## config.mk

```make
export PLATFORM = sky130hd
export DESIGN_NAME = axil_write_queue_flat
export DESIGN_NICKNAME = d
export VERILOG_FILES = /design/src/rtl/axil_write_queue_if.sv /design/src/rtl/axil_write_queue.sv /design/src/flat_wrapper.sv
export SDC_FILE = /design/constraint.sdc
export NUM_CORES = 1
export LEC_CHECK = 0
export CAP_MARGIN = 40
export CORE_MARGIN = 2
export CORE_UTILIZATION = 46
export CTS_CLUSTER_DIAMETER = 30
export DETAILED_ROUTE_END_ITERATION = 7
export GPL_TIMING_DRIVEN = 0
export HOLD_SLACK_MARGIN = 0.06
export PLACE_DENSITY_LB_ADDON = 0.12
export SYNTH_ARGS = -nofsm -noshare
export SYNTH_HDL_FRONTEND = slang
export SYNTH_SLANG_ARGS = --single-unit
```

## constraint.sdc

```tcl
create_clock -name clk -period 4.01 [get_ports clk]
set_input_delay 0.802 -clock clk [delete_from_list [all_inputs] [get_ports clk]]
set_output_delay 0.802 -clock clk [all_outputs]
set_load 0.02 [all_outputs]
```

## src/rtl/axil_write_queue_if.sv

```systemverilog
// rtl/axil_write_queue_if.sv - request stream and write-handler bus of the AXI-lite write queue
interface axil_write_queue_if #(
   parameter int DATA_WIDTH = 32,
   parameter int ADDR_WIDTH = 5,
   parameter int DEPTH      = 4
);
   localparam int LVL_WIDTH = $clog2(DEPTH) + 1;

   logic                  in_valid;
   logic                  in_ready;
   logic [ADDR_WIDTH-1:0] in_addr;
   logic [DATA_WIDTH-1:0] in_data;
   logic                  wr_start;
   logic [ADDR_WIDTH-1:0] wr_addr;
   logic [DATA_WIDTH-1:0] wr_data;
   logic                  wr_ready;
   logic [LVL_WIDTH-1:0]  level;
   logic                  idle;

   // Queue side: consumes requests, drives the write handler's user API.
   modport slave (
      input  in_valid, in_addr, in_data, wr_ready,
      output in_ready, wr_start, wr_addr, wr_data, level, idle
   );

   // Datapath/handler side as seen by the environment around the queue.
   modport master (
      output in_valid, in_addr, in_data, wr_ready,
      input  in_ready, wr_start, wr_addr, wr_data, level, idle
   );
endinterface

```

## src/rtl/axil_write_queue.sv

```systemverilog
// rtl/axil_write_queue.sv - register FIFO feeding the AXI-lite write handler; optional AXIL_WRITE_QUEUE_STATS_EN
module axil_write_queue #(
   parameter int DATA_WIDTH = 32,
   parameter int ADDR_WIDTH = 5,
   parameter int DEPTH      = 4
) (
   input  logic               clk,
   input  logic               rst,
   axil_write_queue_if.slave  bus
`ifdef AXIL_WRITE_QUEUE_STATS_EN
   ,
   output logic [15:0]        done_count,
   output logic [15:0]        issue_count
`endif
);
   localparam int PTR_WIDTH = $clog2(DEPTH);
   localparam int LVL_WIDTH = PTR_WIDTH + 1;

   typedef enum logic [1:0] {
      S_IDLE = 2'd0,
      S_HOLD = 2'd1,
      S_WAIT = 2'd2
   } state_t;

   state_t                state_q, state_d;
   logic [ADDR_WIDTH-1:0] addr_mem_q [DEPTH];
   logic [DATA_WIDTH-1:0] data_mem_q [DEPTH];
   logic [PTR_WIDTH-1:0]  wr_ptr_q, wr_ptr_d;
   logic [PTR_WIDTH-1:0]  rd_ptr_q, rd_ptr_d;
   logic [LVL_WIDTH-1:0]  level_q, level_d;
   logic                  wr_start_q, wr_start_d;
   logic [ADDR_WIDTH-1:0] wr_addr_q, wr_addr_d;
   logic [DATA_WIDTH-1:0] wr_data_q, wr_data_d;
   logic                  in_ready;
   logic                  push;
   logic                  issue;

   // No full bypass: a pop in the same cycle never lets a full queue accept.
   assign in_ready = (level_q != LVL_WIDTH'(DEPTH));
   assign push     = bus.in_valid && in_ready;

   assign bus.in_ready = in_ready;
   assign bus.wr_start = wr_start_q;
   assign bus.wr_addr  = wr_addr_q;
   assign bus.wr_data  = wr_data_q;
   assign bus.level    = level_q;
   assign bus.idle     = (level_q == '0) && (state_q == S_IDLE);

   // FIFO storage; contents need no reset since pointers define validity.
   always_ff @(posedge clk) begin
      if (push) begin
         addr_mem_q[wr_ptr_q] <= bus.in_addr;
         data_mem_q[wr_ptr_q] <= bus.in_data;
      end
   end

   // Pointer and occupancy next-state; pointers wrap by natural overflow.
   always_comb begin
      wr_ptr_d = wr_ptr_q;
      rd_ptr_d = rd_ptr_q;
      level_d  = level_q;
      if (push) begin
         wr_ptr_d = wr_ptr_q + PTR_WIDTH'(1);
      end
      if (issue) begin
         rd_ptr_d = rd_ptr_q + PTR_WIDTH'(1);
      end
      case ({push, issue})
         2'b10:   level_d = level_q + LVL_WIDTH'(1);
         2'b01:   level_d = level_q - LVL_WIDTH'(1);
         default: level_d = level_q;
      endcase
   end

   // State register plus registered handler outputs.
   always_ff @(posedge clk) begin
      if (rst) begin
         state_q    <= S_IDLE;
         wr_ptr_q   <= '0;
         rd_ptr_q   <= '0;
         level_q    <= '0;
         wr_start_q <= 1'b0;
         wr_addr_q  <= '0;
         wr_data_q  <= '0;
      end else begin
         state_q    <= state_d;
         wr_ptr_q   <= wr_ptr_d;
         rd_ptr_q   <= rd_ptr_d;
         level_q    <= level_d;
         wr_start_q <= wr_start_d;
         wr_addr_q  <= wr_addr_d;
         wr_data_q  <= wr_data_d;
      end
   end

   // Next state: HOLD skips wr_ready because the handler's ready lags start by a clock.
   always_comb begin
      state_d = state_q;
      case (state_q)
         S_IDLE:  if (issue) state_d = S_HOLD;
         S_HOLD:  state_d = S_WAIT;
         S_WAIT:  if (bus.wr_ready) state_d = S_IDLE;
         default: state_d = S_IDLE;
      endcase
   end

   // Outputs: issue the FIFO head only from IDLE; address/data hold until the next issue.
   always_comb begin
      issue      = (state_q == S_IDLE) && (level_q != '0) && bus.wr_ready;
      wr_start_d = issue;
      wr_addr_d  = wr_addr_q;
      wr_data_d  = wr_data_q;
      if (issue) begin
         wr_addr_d = addr_mem_q[rd_ptr_q];
         wr_data_d = data_mem_q[rd_ptr_q];
      end
   end

`ifdef AXIL_WRITE_QUEUE_STATS_EN
   logic [15:0] done_count_q;
   logic [15:0] issue_count_q;

   assign done_count  = done_count_q;
   assign issue_count = issue_count_q;

   // Free-running wrap-around counters of issued and completed writes.
   always_ff @(posedge clk) begin
      if (rst) begin
         done_count_q  <= '0;
         issue_count_q <= '0;
      end else begin
         if (issue) begin
            issue_count_q <= issue_count_q + 16'd1;
         end
         if ((state_q == S_WAIT) && bus.wr_ready) begin
            done_count_q <= done_count_q + 16'd1;
         end
      end
   end
`endif
endmodule

```

## src/flat_wrapper.sv

```systemverilog
// flat-port wrapper written by rule: the top's interface ports become plain ports
module axil_write_queue_flat 
#(
   parameter int DATA_WIDTH = 32,
   parameter int ADDR_WIDTH = 5,
   parameter int DEPTH      = 4
)
  (clk, rst, bus_in_valid, bus_in_addr, bus_in_data, bus_wr_ready, bus_in_ready, bus_wr_start, bus_wr_addr, bus_wr_data, bus_level, bus_idle);
  axil_write_queue_if #(.DATA_WIDTH(DATA_WIDTH), .ADDR_WIDTH(ADDR_WIDTH), .DEPTH(DEPTH)) bus_i ();
  input  logic clk;
  input  logic rst;
  input wire logic [$bits(bus_i.in_valid)-1:0] bus_in_valid;
  input wire logic [$bits(bus_i.in_addr)-1:0] bus_in_addr;
  input wire logic [$bits(bus_i.in_data)-1:0] bus_in_data;
  input wire logic [$bits(bus_i.wr_ready)-1:0] bus_wr_ready;
  output wire logic [$bits(bus_i.in_ready)-1:0] bus_in_ready;
  output wire logic [$bits(bus_i.wr_start)-1:0] bus_wr_start;
  output wire logic [$bits(bus_i.wr_addr)-1:0] bus_wr_addr;
  output wire logic [$bits(bus_i.wr_data)-1:0] bus_wr_data;
  output wire logic [$bits(bus_i.level)-1:0] bus_level;
  output wire logic [$bits(bus_i.idle)-1:0] bus_idle;
  assign bus_i.in_valid = bus_in_valid;
  assign bus_i.in_addr = bus_in_addr;
  assign bus_i.in_data = bus_in_data;
  assign bus_i.wr_ready = bus_wr_ready;
  assign bus_in_ready = bus_i.in_ready;
  assign bus_wr_start = bus_i.wr_start;
  assign bus_wr_addr = bus_i.wr_addr;
  assign bus_wr_data = bus_i.wr_data;
  assign bus_level = bus_i.level;
  assign bus_idle = bus_i.idle;
  axil_write_queue #(.DATA_WIDTH(DATA_WIDTH), .ADDR_WIDTH(ADDR_WIDTH), .DEPTH(DEPTH)) u_core (.clk(clk), .rst(rst), .bus(bus_i));
endmodule
```

==> reports/results.tsv <==
metric	value	unit
post-synthesis register bit count	195	
clock buffer depth	2	
worst r2r dst	u_core.bus.level[2]	
Tcrit/Tclk final	0.807	
CP max stage cell	clkdlybuf4s50_1	
Setup-failing EPs final	0	
non-filler cells, final	760	
Vias	4107	
clock root buffer	clkbuf_16	
reg2reg start	u_core.state_q[0]	
Placed Area	8520	sq um
final setup skew	0.00628	ns
vias per cell	5.40	
fmax	309	MHz
First DRT Iteration DRCs	325	
Cell Area, Synth	7340	sq um
Lkg Pwr	0.00294	uW
later-pin clock latency in the skew report	0.42	ns
switching share of power	0.290	
final hold vios	0	
post-route cell area	9120	sq um
Syn Nets	473	
I/O pin count	84	
Total GRT Usage	0.181	
WHS Path Cells	2	
GRT met2 Usage	0.305	
met1 Usage GRT	0.235	
CP endpoint kind	output port	
syn_area_per_cell	17.2	sq um
most common flop cell mapped by yosys	edfxtp_1	
Post-CTS Resized	0	
max_slew headroom	0.562	
Syn. warnings	0	
DR DRC count	0	
total grt overflow	0	
hold_buf cts	0	
Final min period	3.24	ns
Final nets	578	
first-pass GRT wire length	22400	microns
DRT Wirelength	14500	microns
R2R Setup Slk	1.72	ns
Max FO, Critical Path	10	
count of input and output buffers	82	
worst stage delay on the critical path	0.65	ns
post-DP HPWL	9320	microns
power share of the sequential group	0.433	
Worst Setup Path Type	reg2out	
Post-Syn Instances	426	
switching power	1690	uW
internal power	4160	uW
fraction of layout cells with a size suffix above 1	0.138	
Pwr Density	642	nW/um^2
Placed Cells	728	
worst path cell trace	or3_1 -> clkbuf_1 -> nor3_1 -> clkdlybuf4s50_1	
fraction of registers with async set/reset	0	
FP Rows	46	
CTS tree	done	
CTS clk-pin slew, worst paths	0.06	ns
setup_tns	0	ns
Syn-to-layout area delta	24.2	%
Diodes inserted	0	
Filler cells	1236	
clock tree sinks	195	
met3 Use GR	0.0451	
slew of the pin with the lowest slew margin	0.656	ns
area of the multi-input gates	1760	sq um
Seq. cell area	5390	sq um
busiest grt layer	met2	
unrepaired setup endpoints after global routing	no	
core area	15800	sq um
Post-DRT Antenna Nets	0	
fin. max-slew vios	0	
drt first pass iters	5	
reg2reg path depth	8	
clock share of power	0.293	
Arr. time, crit path	2.43	ns
number of synthesized flops with an enable pin	148	
CP Launch Type	flop	
post-CTS setup buffer count	0	
Util after Layout	0.578	
starting density of the core	0.466	
hold_sp	u_core.bus.wr_data[4]	
sequential share of the synthesized area	0.733	
Logic pwr share	0.275	
largest net degree at the start of global routing	30	
Die Span Y	130	microns
die area	17000	sq um
initial antenna violation count	0	
Unique masters post-synth	30	
required time worst endpoint	3.21	ns
Max Cap Viol	0	
vias in the first global route	4138	
Num CTS Buffers	17	
HP Class	reg2reg	
CTS H-tree lvls	4	
maximum vdd drop	367	uV
outcome	finished, final reports clean	
Chip Width	130	microns
Hold EP	u_core.bus.wr_data[4]	
placer congestion estimate	0.748	
WL/cell	19.1	microns
[cell type report]
type                       instances  share of cell area
clock inverter                    13              0.0181
clock buffer                      19              0.0475
buffer                            32              0.0191
sequential                       195               0.591
inverter                           7             0.00288
tap                              216              0.0296
timing repair buffer              86              0.0988
multi-input combinational        192               0.193
[cell families (layout without fill, tap and decap cells)]
| group | count (synthesis) | after routing | share of synthesized area |
|---|---|---|---|
| flip-flops | 195 | 195 | 0.733 |
| multiplexers | 37 | 37 | 0.121 |
| buffers and inverters | 39 | 157 | 0.0273 |
| AND/OR/NAND/NOR | 61 | 61 | 0.0443 |
| AO/OA/AOI/OAI | 86 | 86 | 0.0603 |
| XOR/XNOR | 2 | 2 | 0.00239 |
| adder cells (fa/ha/maj) | 6 | 6 | 0.0112 |
[placed cells by master (no fill, tap or decap), types with 2 or more instances in the layout]
cell type | netlist | layout
a21o_1 | 2 | 2
a21oi_1 | 43 | 43
and3_2 | 0 | 4
buf_1 | 3 | 3
buf_12 | 0 | 4
buf_2 | 9 | 9
buf_6 | 5 | 5
bufinv_16 | 0 | 4
clkbuf_1 | 13 | 15
clkbuf_16 | 0 | 17
clkdlybuf4s50_1 | 0 | 82
clkinv_1 | 0 | 4
clkinv_2 | 0 | 3
clkinvlp_4 | 0 | 2
dfxtp_1 | 47 | 47
edfxtp_1 | 148 | 148
ha_1 | 5 | 5
inv_1 | 7 | 7
mux4_1 | 15 | 15
mux4_2 | 22 | 22
nand3_1 | 39 | 39
nor2_1 | 6 | 6
nor3_1 | 3 | 3
nor3b_1 | 2 | 2
o21ai_0 | 38 | 38
or3_1 | 3 | 3
xor2_1 | 2 | 2
[per-layer routing]
layer	up-vias	wire (microns)
met3	10	626
met1	2106	6330
met2	98	7490
met5	-	0
li1	1893	-
met4	0	88
[power groups by stage]
stage | registers (uW) | clock network [uW] | logic, uW
final | 2530 | 1710 | 1610
after global routing | 2560 | 1820 | 1740
after CTS | 2530 | 1750 | 1630
after detailed placement | 2580 | 0 | 1630
after global placement | 2580 | 0 | 1590
after floorplan | 2690 | 0 | 869
[worst max path at each step]
stage	start	end	slack (ns)
floorplan	bus_wr_ready	u_core.bus.level[2]	1.46
global placement	bus_in_valid	u_core.data_mem_q[0][26]	0.75
detailed placement	bus_wr_ready	u_core.bus.level[2]	0.75
CTS	u_core.bus.level[0]	bus_idle	0.77
global route	u_core.bus.level[0]	bus_idle	0.64
finish	u_core.bus.level[0]	bus_idle	0.77
[worst max-delay path: cells and delay by family (launching register included)]
family | cells | cell delay [ns]
flip-flops | 1 | 0.36
AND/OR/NAND/NOR | 2 | 0.70
buffers and inverters | 2 | 0.94
[flip-flops by register name, indices dropped and copies added (netlist names)]
name	cells
u_core.data_mem_q	128
u_core.rd_ptr_q	2
u_core.state_q	2
u_core.bus.wr_data	32
u_core.addr_mem_q	20
u_core.bus.wr_addr	5
u_core.wr_ptr_q	2
u_core.bus.wr_start	1
u_core.bus.level	3
[cells in the mapped netlist, types with 2 or more instances]
cell / instances / share of area
buf_6: 5 / 0.0077
nor3b_1: 2 / 0.0020
o21ai_0: 38 / 0.026
edfxtp_1: 148 / 0.61
dfxtp_1: 47 / 0.13
inv_1: 7 / 0.0036
nand3_1: 39 / 0.027
nor2_1: 6 / 0.0031
mux4_1: 15 / 0.054
buf_1: 3 / 0.0015
clkbuf_1: 13 / 0.0066
buf_2: 9 / 0.0061
xor2_1: 2 / 0.0024
nor3_1: 3 / 0.0020
and3_1: 4 / 0.0034
or3_1: 3 / 0.0026
mux4_2: 22 / 0.067
a21o_1: 2 / 0.0020
a21oi_1: 43 / 0.029
ha_1: 5 / 0.0085
[per-stage QoR]
step                      total power (uW)  hold WS, ns  setup slack [ns]
after global placement                4170        0.464             0.745
after CTS                             5910        0.476             0.766
after detailed placement              4200        0.467             0.751
after floorplan                       3560        0.513              1.46
final                                 5850        0.479             0.775
after global routing                  6120        0.500             0.643
Note: power is estimated with default switching activity, not from simulation.
